`config.mk`:
```
export PLATFORM = sky130hd
export DESIGN_NAME = cpu_step_sequencer
export DESIGN_NICKNAME = d
export VERILOG_FILES = /design/src/rtl/cpu_ctrl_pkg.sv /design/src/rtl/sync_edge.sv /design/src/rtl/cpu_step_sequencer.sv
export SDC_FILE = /design/constraint.sdc
export NUM_CORES = 1
export LEC_CHECK = 0
export CAP_MARGIN = 0
export CORE_MARGIN = 2
export CORE_UTILIZATION = 30
export DETAILED_ROUTE_END_ITERATION = 8
export PLACE_DENSITY = 0.61
export SLEW_MARGIN = 10
export SYNTH_ARGS = -nofsm -noshare
export SYNTH_HDL_FRONTEND = slang
export SYNTH_SLANG_ARGS = --single-unit
```
`constraint.sdc`:
```
create_clock -name ClockIn -period 1.9 [get_ports ClockIn]
set_clock_uncertainty 0.05 [all_clocks]
set_input_delay 0.19 -clock ClockIn [delete_from_list [all_inputs] [get_ports ClockIn]]
set_output_delay 0.19 -clock ClockIn [all_outputs]
set_load 0.1 [all_outputs]
```
`src/rtl/cpu_ctrl_pkg.sv`:
```
// Shared types and defaults for the CPU step sequencer.
// State encoding and parameter defaults live here.
package cpu_ctrl_pkg;

    localparam int STEP_W_DEF      = 8;
    localparam int SYNC_STAGES_DEF = 2;

    typedef enum logic [1:0] {
        IDLE   = 2'd0,
        RUN    = 2'd1,
        BURST  = 2'd2,
        HALTED = 2'd3
    } state_t;

    typedef struct packed {
        logic run;
        logic step_rise;
        logic tick;
        logic halt;
    } ctl_t;

endpackage

```
`src/rtl/sync_edge.sv`:
```
// Multi-flop synchronizer for an asynchronous operator input.
// Also produces a one-cycle pulse on the synced rising edge.
module sync_edge #(
    parameter int SYNC_STAGES = 2
) (
    input  logic ClockIn,
    input  logic Reset,
    input  logic AsyncIn,
    output logic Level,
    output logic Rise
);

    logic [SYNC_STAGES-1:0] chain;
    logic                   level_d;

    // shift the async input through the chain, keep one delayed copy
    always_ff @(posedge ClockIn or posedge Reset) begin
        if (Reset) begin
            chain   <= '0;
            level_d <= 1'b0;
        end else begin
            chain   <= {chain[SYNC_STAGES-2:0], AsyncIn};
            level_d <= chain[SYNC_STAGES-1];
        end
    end

    assign Level = chain[SYNC_STAGES-1];
    assign Rise  = chain[SYNC_STAGES-1] & ~level_d;

endmodule

```
`src/rtl/cpu_step_sequencer.sv`:
```
// Turns rate-divider ticks into CPU advance pulses under
// operator run/step/burst control and the CPU's own HALT.
module cpu_step_sequencer
    import cpu_ctrl_pkg::*;
#(
    parameter int STEP_W      = STEP_W_DEF,
    parameter int SYNC_STAGES = SYNC_STAGES_DEF
) (
    input  logic              ClockIn,
    input  logic              Reset,
    input  logic              Tick,
    input  logic              RunReq,
    input  logic              StepReq,
    input  logic [STEP_W-1:0] BurstLen,
    input  logic              HaltIn,
    output logic              CpuEnable,
    output logic              Running,
    output logic              Halted,
    output logic [STEP_W-1:0] StepsDone
);

    ctl_t              ctl;
    logic              run_lvl;
    logic              run_rise_unused;
    logic              step_lvl_unused;
    logic              step_rise;
    state_t            state;
    state_t            state_nx;
    logic [STEP_W-1:0] rem;
    logic [STEP_W-1:0] rem_nx;
    logic              en_nx;

    sync_edge #(
        .SYNC_STAGES(SYNC_STAGES)
    ) u_run_sync (
        .ClockIn (ClockIn),
        .Reset   (Reset),
        .AsyncIn (RunReq),
        .Level   (run_lvl),
        .Rise    (run_rise_unused)
    );

    sync_edge #(
        .SYNC_STAGES(SYNC_STAGES)
    ) u_step_sync (
        .ClockIn (ClockIn),
        .Reset   (Reset),
        .AsyncIn (StepReq),
        .Level   (step_lvl_unused),
        .Rise    (step_rise)
    );

    assign ctl = '{
        run:       run_lvl,
        step_rise: step_rise,
        tick:      Tick,
        halt:      HaltIn
    };

    // next state, burst count and enable; halt beats tick
    always_comb begin
        state_nx = state;
        rem_nx   = rem;
        en_nx    = 1'b0;
        unique case (state)
            IDLE: begin
                if (ctl.run) begin
                    state_nx = RUN;
                end else if (ctl.step_rise) begin
                    state_nx = BURST;
                    rem_nx   = (BurstLen == '0) ? STEP_W'(1)
                                                : BurstLen;
                end
            end
            RUN: begin
                if (ctl.halt) begin
                    state_nx = HALTED;
                end else if (!ctl.run) begin
                    state_nx = IDLE;
                end else begin
                    en_nx = ctl.tick;
                end
            end
            BURST: begin
                if (ctl.halt) begin
                    state_nx = HALTED;
                    rem_nx   = '0;
                end else if (ctl.tick) begin
                    en_nx  = 1'b1;
                    rem_nx = rem - STEP_W'(1);
                    if (rem == STEP_W'(1)) begin
                        state_nx = IDLE;
                    end
                end
            end
            HALTED: begin
                if (!ctl.run && !ctl.halt) begin
                    state_nx = IDLE;
                end
            end
            default: begin
                state_nx = IDLE;
            end
        endcase
    end

    // state, counters and registered outputs
    always_ff @(posedge ClockIn or posedge Reset) begin
        if (Reset) begin
            state     <= IDLE;
            rem       <= '0;
            CpuEnable <= 1'b0;
            Running   <= 1'b0;
            Halted    <= 1'b0;
            StepsDone <= '0;
        end else begin
            state     <= state_nx;
            rem       <= rem_nx;
            CpuEnable <= en_nx;
            Running   <= (state_nx == RUN) || (state_nx == BURST);
            Halted    <= (state_nx == HALTED);
            if (en_nx) begin
                StepsDone <= StepsDone + STEP_W'(1);
            end
        end
    end

endmodule

```
==> qor.csv, run 1 <==
stage;metric;value;unit
status;status;completed;
place;DP Worst Slack;-0.1047;ns
logic_synthesis;async set-reset flop share out of synthesis;100.0;%
clocking;CTS clock-pin slew for the worst setup and hold paths;0.09;ns
route;DR WL/cell;13.37;µm
logic_synthesis;average size of a mapped cell;10.48;µm²
logic_synthesis;Post-synth top flop;dfrtp_1;
die;Core Rows;24;
worst_setup_path;Worst Path Required;2.02;ns
finish;highest-count cells in the layout ignoring fill and taps;24 x dfrtp_1, 21 x buf_4, 13 x clkdlybuf4s50_1;
global_routing;largest net degree at the start of global routing;27;
global_routing;met3 Resource Use GR;3.134;%
global_routing;met1 Use GR;16.56;%
die;Core ar.;4354;µm²
route;antenna-violating nets left;0;
sta;fin worst setup slack;0.1223;ns
die;die height;71.15;µm
finish;proportion of layout cells with a drive suffix above 1;21.95;%
worst_setup_path;Crit Path Class;reg2reg;
clocking;setup repair bufs after CTS;0;
global_routing;initial antenna violation count;0;
route;routed wire length;2888;µm
finish;Layout Nets;187;
clocking;H-tree levels;1;
sta;Slew Limit Fails;0;
clocking;Max Buffers Root-to-Sink;2;
route;drt drc;0;
global_routing;GRT met2 Usage;19.65;%
worst_setup_path;Critical-path top delay cell;dfrtp_1;
sta;Worst Tran Pin Value;0.3857;ns
sta;RSZ-0062 raised after global routing;no;
route;Pre-antenna DRT Iters;4;
global_routing;busiest grt layer;met2;
sta;fin crit share;93.56;%
hold_path;HP Class;in2async;
logic_synthesis;Netlist Area Pre-Place;1353;µm²
clocking;Worst-Skew Late Latency;0.27;ns
global_routing;All-Layer GR Usage;12.61;%
clocking;CTS tree;built;
logic_synthesis;syn_nets;151;
logic_synthesis;Synth Warn #;0;
power;PD cells;1501;nW/µm²
place;GPL Wtd Cong;0.8732;
global_routing;vias in the first global route;1134;
worst_setup_path;buffer and inverter count on the worst path;1;
worst_setup_path;max incr delay on CP;0.41;ns
clocking;CTS Sinks;26;
worst_setup_path;crit start category;flip-flop;
global_routing;global-route wire length before repair;5064;µm
die;die area;5062;µm²
power;Static Leak;0.0007759;µW
global_routing;grt ovf;0;
logic_synthesis;number of synthesized flops with an enable pin;0;
power;worst vdd ir;1.115;mV
route;number of DRC markers in iteration 0;81;
sta;hold slack;0.2120;ns
sta;Final Hold Fails;0;
finish;fin cells;216;
logic_synthesis;sequential share of the synthesized area;48.10;%
place;# port buffers;24;
logic_synthesis;synth unique cells;34;
die;Starting Density;31.06;%
route;Via Count;1118;
die;die width;71.15;µm
logic_synthesis;Synth Instances;129;
place;Placed Cells;212;
finish;area delta synth->final;31.91;%
sta;Fmax;0.5625;GHz
sta;Period minus WS final;1.778;ns
sta;Max-slew headroom;74.20;%
finish;most common cell after layout, fill and taps aside;dfrtp_1;
logic_synthesis;synthesized flop and latch total;26;
worst_setup_path;worst-path cell chain;inv_1 > ha_2 > and4bb_2 > nor2_1 > nor4_1 > a311o_1;
worst_setup_path;crit end category;flip-flop;
power;PnR Total Power;2677;µW
flow_run;maxcap violations;0;
sta;setup violators final;0;
die;Ports;25;
finish;ANT cells;0;
clocking;Root Driver;clkbuf_8;
clocking;TritonCTS buffer count;3;
route;vias per std cell;5.176;
worst_setup_path;CP top delay family;simple AND/OR/NAND/NOR gates;
place;Detailed Place HPWL;2193;µm
worst_setup_path;crit path DAT;1.89;ns
worst_setup_path;Crit Path Max Fanout;5;
[registers in the layout, indices dropped and copies added, names as in the netlist]
signal,flops
CpuEnable,1
u_step_sync.chain,2
Halted,1
rem,8
StepsDone,8
u_run_sync.chain,2
Running,1
u_step_sync.level_d,1
state,2
[cell type report]
class	instances	area, µm²
Multi-Input combinational cell	91	673.1
Clock buffer	3	41.29
Timing Repair Buffer	34	287.8
Tap cell	52	65.06
Clock inverter	1	30.03
Fill cell	433	2570
Sequential cell	26	653.1
Inverter	9	33.78
[per-layer routing]
metal / vias up / routed length (µm)
li1: 546 / -
met1: 534 / 1371
met2: 33 / 1319
met3: 5 / 144
met4: 0 / 53
met5: - / 0
[cells in the mapped netlist, types with 2 or more instances]
cell type	n	area share (%)
nand4_1	4	1.8
xnor2_1	6	3.9
nor4_1	2	0.92
a31oi_1	2	0.92
buf_2	3	1.1
a21boi_0	2	1.1
and4_1	2	1.3
o22ai_1	2	0.92
o211ai_1	2	1.1
nor2b_1	3	1.4
nand2_1	4	1.1
inv_1	9	2.5
dfrtp_1	26	48
nand3_1	2	0.74
nor2_1	10	2.8
a22oi_1	2	1.1
a32oi_1	3	1.9
ha_1	8	7.4
o21ai_0	12	4.4
mux2_2	2	1.7
a21oi_1	10	3.7
[cells by family (layout without fill, tap and decap cells)]
family / count (synthesis) / count (layout) / share of synthesized area, %
buffers and inverters: 12 / 47 / 3.607
xor gates and xnor gates: 7 / 7 / 4.533
adders and majority gates: 8 / 8 / 7.401
DFF: 26 / 26 / 48.10
muxes: 2 / 2 / 1.665
AOI/OAI and AO/OA: 39 / 39 / 17.85
and+or+nand+nor: 35 / 35 / 16.84
[through the flow]
| stage | util [%] | instance area [µm²] | TNS (ns) |
|---|---|---|---|
| floorplan | - | 1355 | 0 |
| global placement | 38.88 | 1693 | -0.01759 |
| detailed placement | 38.88 | 1693 | -0.1168 |
| CTS | 40.52 | 1764 | 0 |
| global route | 40.98 | 1784 | 0 |
| finish | 40.98 | 1784 | 0 |
[repair_timing]
item                                    in CTS  in global routing
endpoints found under the setup margin       0                  3
gates resized for setup                      0                  5
hold buffers                                 0                  0
[worst min-delay path: cells and delay by family]
kind     cells  cell delay [ns]
buf+inv      3             0.75
[power breakdown]
group / switching, µW / internal (µW) / total [µW]
combinational: 849 / 458 / 1310
clock: 175 / 282 / 458
sequential: 193 / 720 / 913
total: 1220 / 1460 / 2680
[final timing paths]
path | from | end | slack, ns | depth (start not counted)
setup reg to reg | state[1] | rem[7] | 0.12 | 6
hold reg to reg | u_run_sync.chain[0] | u_run_sync.chain[1] | 0.31 | 0
min in group ClockIn | StepReq | u_step_sync.chain[0] | 0.29 | 1
hold / removal | Reset | u_run_sync.chain[1] | 0.21 | 3
max in group asynchronous | Reset | StepsDone[1] | 1.32 | 3
setup / recovery | state[1] | rem[7] | 0.12 | 6
(Power assumes the default switching activity.)
==> run 2, diff against run 1 <==
- CORE_MARGIN: 2 -> default
- GPL_TIMING_DRIVEN: default -> 0
==> run 2 against run 1 <==
Compared with the run above:
- flip-flop and latch count is the same
- utilization fell by 1.1 points
- combinational power fell by 7%
- critical path depth is 1 higher
- clock-buffer cell count grew 1
- hold slack improved by 0.073 ns
- sequential share of layout area up 1.2 points
- register-to-register slack got worse by 0.06 ns
==> qor.csv, run 2 (synthesis gave the netlist of run 1 again) <==
stage;metric;value;unit;change
status;status;completed;;
die;Core Rows;24;;unchanged
route;Pre-antenna DRT Iters;4;;unchanged
worst_setup_path;buffer and inverter count on the worst path;2;;+1
power;PD cells;1450;nW/µm²;-3.3%
finish;fin cells;209;;-3.2%
route;drt drc;0;;unchanged
worst_setup_path;CP top delay family;flip-flops;;
global_routing;initial antenna violation count;0;;unchanged
clocking;H-tree levels;1;;unchanged
finish;proportion of layout cells with a drive suffix above 1;15.29;%;-6.7 points
finish;Layout Nets;180;;-3.7%
sta;setup violators final;0;;unchanged
worst_setup_path;Critical-path top delay cell;dfrtp_2;;
worst_setup_path;crit start category;flip-flop;;
die;Starting Density;31.06;%;unchanged
power;proportion of power drawn by flip-flops and latches;37.2;%;+3.1 points
hold_path;HP Class;in2reg;;
clocking;Root Driver;clkbuf_8;;
power;clock network power share;14.4;%;-2.7 points
worst_setup_path;Crit Path Max Fanout;10;;+5
sta;Max-slew headroom;33.96;%;-40 points
finish;most common cell after layout, fill and taps aside;dfrtp_1;;
power;Static Leak;0.0007518;µW;-3.1%
worst_setup_path;crit end category;flip-flop;;
finish;highest-count cells in the layout ignoring fill and taps;22 x dfrtp_1, 12 x clkdlybuf4s50_1, 10 x a21oi_1, 10 x o21ai_0, 10 x dlygate4sd2_1;;
die;die area;4781;µm²;-5.5%
finish;Largest regs;StepsDone x8, rem x8;;
worst_setup_path;max incr delay on CP;0.45;ns;+0.04 ns
place;GPL Wtd Cong;0.8632;;-1.1%
sta;Period minus WS final;1.842;ns;+0.06391 ns
power;PnR Total Power;2517;µW;-6.0%
place;Detailed Place HPWL;2150;µm;-2.0%
global_routing;largest net degree at the start of global routing;27;;unchanged
power;Net Sw Frac;48.61;%;+3.1 points
place;DP Worst Slack;-0.2122;ns;-0.1076 ns
die;die height;69.15;µm;-2.8%
worst_setup_path;worst-path cell chain;inv_1 > ha_2 > and4bb_2 > o22ai_1 > buf_2 > o21ai_0 > o21ai_0;;
clocking;TritonCTS buffer count;3;;unchanged
route;DR WL/cell;14.34;µm;+7.2%
route;antenna-violating nets left;0;;unchanged
route;number of DRC markers in iteration 0;99;;+22%
worst_setup_path;Crit Path Class;reg2reg;;
sta;fin crit share;96.92;%;+3.4 points
clocking;Max Buffers Root-to-Sink;2;;unchanged
power;Internal;1294;µW;-11%
die;Core ar.;4354;µm²;unchanged
finish;area delta synth->final;28.31;%;
sta;Slew Limit Fails;0;;unchanged
power;Combinational Power Share;48.3;%;-0.5 points
die;die width;69.15;µm;-2.8%
route;routed wire length;2997;µm;+3.8%
route;vias per std cell;5.335;;+3.1%
global_routing;vias in the first global route;1144;;+0.88%
global_routing;All-Layer GR Usage;13.23;%;+0.62 points
sta;Final Hold Fails;0;;unchanged
worst_setup_path;Top cell by count, worst path;o21ai_0;;
place;Area after DPL;1650;µm²;-2.5%
finish;design area;1735;µm²;-2.7%
global_routing;global-route wire length before repair;5250;µm;+3.7%
sta;Worst Tran Pin Value;0.9894;ns;+0.6037 ns
sta;hold slack;0.2849;ns;+0.07287 ns
power;worst vdd ir;1.476;mV;+32%
sta;Fmax;0.5430;GHz;-3.5%
route;Via Count;1115;;-0.27%
clocking;CTS clock-pin slew for the worst setup and hold paths;0.10;ns;about the same
die;Ports;25;;unchanged
worst_setup_path;crit path DAT;1.95;ns;+0.06 ns
flow_run;maxcap violations;0;;unchanged
clocking;CTS tree;built;;
finish;fillcell total;423;;-2.3%
clocking;CTS Sinks;26;;unchanged
place;Placed Cells;204;;-3.8%
worst_setup_path;Worst Path Required;2.01;ns;about the same
power;switching power;1223;µW;+0.50%
sta;RSZ-0062 raised after global routing;yes;;
global_routing;grt ovf;0;;unchanged
clocking;Worst-Skew Late Latency;0.27;ns;about the same
place;# port buffers;23;;-4.2%
finish;ANT cells;0;;unchanged
sta;fin worst setup slack;0.05843;ns;-0.06391 ns
run 2: changes by cell type in the layout (fill, tap and decap cells not counted), sizes merged:
cell / previous run / this run
dlygate4sd2: 0 / 10
buf: 21 / 4
bufinv: 1 / 0
clkdlybuf4s50: 13 / 12
clkbuf: 3 / 5
run 2: worst register-to-register path, stage by stage, from the launching register on:
cell,delay (ns)
dfrtp_2,0.45
inv_1,0.13
ha_2,0.24
and4bb_2,0.29
o22ai_1,0.11
buf_2,0.19
o21ai_0,0.17
o21ai_0,0.10
run 2: worst paths after layout:
kind | startpoint | to | cells past startpoint | slack [ns]
min | HaltIn | CpuEnable | 3 | 0.28
max in group asynchronous | Reset | StepsDone[0] | 2 | 0.74
min in group asynchronous | Reset | Running | 2 | 0.39
min reg2reg | u_run_sync.chain[0] | u_run_sync.chain[1] | 0 | 0.30
max reg2reg | state[0] | rem[6] | 7 | 0.06
max | state[0] | rem[6] | 7 | 0.06
run 2: power groups by stage:
stage	registers, µW	logic [µW]	clock network (µW)
6_report	937	1220	364
5_1_grt	966	1330	400
4_1_cts	920	1170	366
3_5_place_dp	932	1200	0
3_3_place_gp	920	1170	0
2_1_floorplan	1270	540	0
run 2: repair_timing:
item,in CTS,in global routing
setup endpoints to repair,13,15
pin swaps,0,1
buffers inserted,0,1
gates resized for setup,12,12
hold buffers,0,0
run 2: per-stage QoR:
stage	setup TNS, ns	utilization (%)
2_1_floorplan	0	-
3_3_place_gp	-0.3726	37.90
3_5_place_dp	-0.3363	37.90
4_1_cts	0	38.91
5_1_grt	-0.1618	39.86
6_report	0	39.86
run 2: final cells by class:
| class | instances | area (µm²) | area share (%) |
|---|---|---|---|
| multi-input combinational | 91 | 678.2 | 39.08 |
| sequential | 26 | 655.6 | 37.78 |
| timing repair buffer | 24 | 232.7 | 13.41 |
| tap | 52 | 65.06 | 3.749 |
| clock buffer | 4 | 55.05 | 3.172 |
| inverter | 9 | 33.78 | 1.947 |
| buffer | 3 | 15.01 | 0.8652 |
run 2: routing by layer:
layer	track usage, %	vias up	wire length (µm)
li1	-	529	-
met1	16.73	544	1360
met2	22.22	40	1437
met3	3.947	2	179
met4	2.948	0	20
met5	0	-	0
==> run 3, diff against run 2 <==
- RECOVER_POWER: default -> 25
==> run 3 against run 2 <==
Compared with the run above:
- register-to-register slack is essentially flat
- critical path type unchanged
- hold slack did not move
- largest cell class unchanged
- clock-buffer cell count unchanged
- largest power group unchanged
- first-iteration DRC count unchanged
- worst setup slack unchanged
- design area stayed put
- sequential share of layout area unchanged
- final cell count unchanged
- die area did not move
- critical path depth did not move
- utilization unchanged
==> qor.csv, run 3 (synthesis gave the netlist of run 1 again) <==
stage;metric;value;unit;change
status;status;completed;;
global_routing;global-route wire length before repair;5250;µm;unchanged
worst_setup_path;crit path DAT;1.95;ns;about the same
finish;ANT cells;0;;unchanged
sta;setup violators final;0;;unchanged
worst_setup_path;Crit Path Max Fanout;10;;unchanged
sta;Slew Limit Fails;0;;unchanged
finish;highest-count cells in the layout ignoring fill and taps;22 x dfrtp_1, 10 x a21oi_1, 10 x o21ai_0, 10 x dlygate4sd2_1;;
die;die height;69.15;µm;unchanged
global_routing;vias in the first global route;1144;;unchanged
worst_setup_path;Worst Path Required;2.01;ns;about the same
flow_run;maxcap violations;0;;unchanged
route;antenna-violating nets left;0;;unchanged
power;clock network power share;14.5;%;about the same
clocking;CTS Sinks;26;;unchanged
power;Combinational Power Share;48.3;%;about the same
power;Net Sw Frac;48.63;%;about the same
finish;design area;1735;µm²;unchanged
worst_setup_path;r2r endpoint;rem[6];;
die;Core ar.;4354;µm²;unchanged
finish;proportion of layout cells with a drive suffix above 1;15.29;%;unchanged
worst_setup_path;Crit Path Class;reg2reg;;
worst_setup_path;crit start category;flip-flop;;
clocking;cts hold-fix bufs;0;;unchanged
sta;RSZ-0062 raised after global routing;yes;;
clocking;Root Driver;clkbuf_8;;
route;Pre-antenna DRT Iters;4;;unchanged
sta;Period minus WS final;1.842;ns;unchanged
place;# port buffers;23;;unchanged
sta;Final Hold Fails;0;;unchanged
place;Detailed Place HPWL;2150;µm;unchanged
route;Via Count;1115;;unchanged
die;Starting Density;31.06;%;unchanged
sta;Max-slew headroom;33.93;%;-0.039 points
die;Ports;25;;unchanged
sta;fin worst setup slack;0.05843;ns;unchanged
global_routing;All-Layer GR Usage;13.23;%;unchanged
hold_path;Hold EP;CpuEnable;;
clocking;CTS clock-pin slew for the worst setup and hold paths;0.10;ns;about the same
hold_path;HP Class;in2reg;;
power;switching power;1223;µW;unchanged
worst_setup_path;crit end category;flip-flop;;
power;Static Leak;0.0007526;µW;+0.11%
place;GPL Wtd Cong;0.8632;;unchanged
hold_path;Hold Path Origin;HaltIn;;
die;die area;4781;µm²;unchanged
place;DP Worst Slack;-0.2122;ns;unchanged
clocking;CTS tree;built;;
worst_setup_path;worst reg2reg path depth;7;;unchanged
finish;most common cell after layout, fill and taps aside;dfrtp_1;;
route;vias per std cell;5.335;;unchanged
clocking;Max Buffers Root-to-Sink;2;;unchanged
route;number of DRC markers in iteration 0;99;;unchanged
finish;Layout Nets;180;;unchanged
global_routing;grt ovf;0;;unchanged
finish;area delta synth->final;28.31;%;unchanged
clocking;H-tree levels;1;;unchanged
worst_setup_path;Critical R2R Launch;state[0];;
finish;fillcell total;423;;unchanged
power;PD cells;1450;nW/µm²;about the same
sta;fin crit share;96.92;%;unchanged
power;Internal;1292;µW;about the same
sta;Worst Tran Pin Value;0.9900;ns;+0.0005839 ns
clocking;Worst-Skew Late Latency;0.27;ns;about the same
route;routed wire length;2997;µm;unchanged
global_routing;initial antenna violation count;0;;unchanged
power;PnR Total Power;2516;µW;about the same
route;DR WL/cell;14.34;µm;unchanged
die;Core Rows;24;;unchanged
power;proportion of power drawn by flip-flops and latches;37.3;%;about the same
finish;Largest regs;StepsDone x8, rem x8;;
place;Area after DPL;1650;µm²;unchanged
route;drt drc;0;;unchanged
hold_path;WHS Path Cells;3;;unchanged
clocking;TritonCTS buffer count;3;;unchanged
die;die width;69.15;µm;unchanged
sta;hold slack;0.2849;ns;unchanged
sta;Fmax;0.5430;GHz;unchanged
power;worst vdd ir;1.476;mV;about the same
worst_setup_path;R2R setup slack;0.06;ns;about the same
global_routing;largest net degree at the start of global routing;27;;unchanged
[run 3: metal layers]
layer	GRT usage [%]	wire length, µm	up-vias
met3	3.947	179	2
met5	0	0	-
met4	2.948	20	0
met1	16.73	1360	544
li1	-	-	529
met2	22.22	1437	40
[run 3: layout make-up]
cell class	count	area [µm²]	share of cell area, %
Buffer	3	15.01	0.8652
Clock buffer	4	55.05	3.172
Inverter	9	33.78	1.947
Multi-Input combinational cell	91	678.2	39.08
Sequential cell	26	655.6	37.78
Tap cell	52	65.06	3.749
Timing Repair Buffer	24	232.7	13.41
[run 3: power groups by stage]
stage	Sequential [µW]	Combinational, µW	Clock, µW
floorplan	1270	540	0
global placement	920	1170	0
detailed placement	932	1200	0
CTS	920	1170	366
global route	966	1330	400
finish	937	1210	364
[run 3: worst max-delay path, cell delays in order (launching register included)]
cell and delay, ns:
dfrtp_2 0.45, inv_1 0.13, ha_2 0.24, and4bb_2 0.29
o22ai_1 0.11, buf_2 0.19, o21ai_0 0.17, o21ai_0 0.10
[run 3: worst max path at each step]
stage / from / end / slack (ns) / depth (start not counted)
2_1_floorplan: StepsDone[3] / StepsDone[7] / 0.14 / 3
3_3_place_gp: Tick / Running / -0.23 / 6
6_report: state[0] / rem[6] / 0.06 / 7
3_5_place_dp: Tick / Running / -0.21 / 6
4_1_cts: StepsDone[2] / StepsDone[2] / 0.0009 / 1
5_1_grt: state[0] / rem[6] / -0.07 / 7
[run 3: timing repair]
item	in CTS	in global routing
endpoints found under the setup margin	13	15
pin swaps	0	1
gates resized for setup	12	12
setup buffers	0	1
[run 3: metrics by stage]
stage | std cells | TNS (ns) | utilization (%)
after global routing | 209 | -0.1618 | 39.86
after floorplan | 129 | 0 | -
final | 209 | 0 | 39.86
after detailed placement | 204 | -0.3363 | 37.90
after global placement | 204 | -0.3726 | 37.90
after CTS | 208 | 0 | 38.91
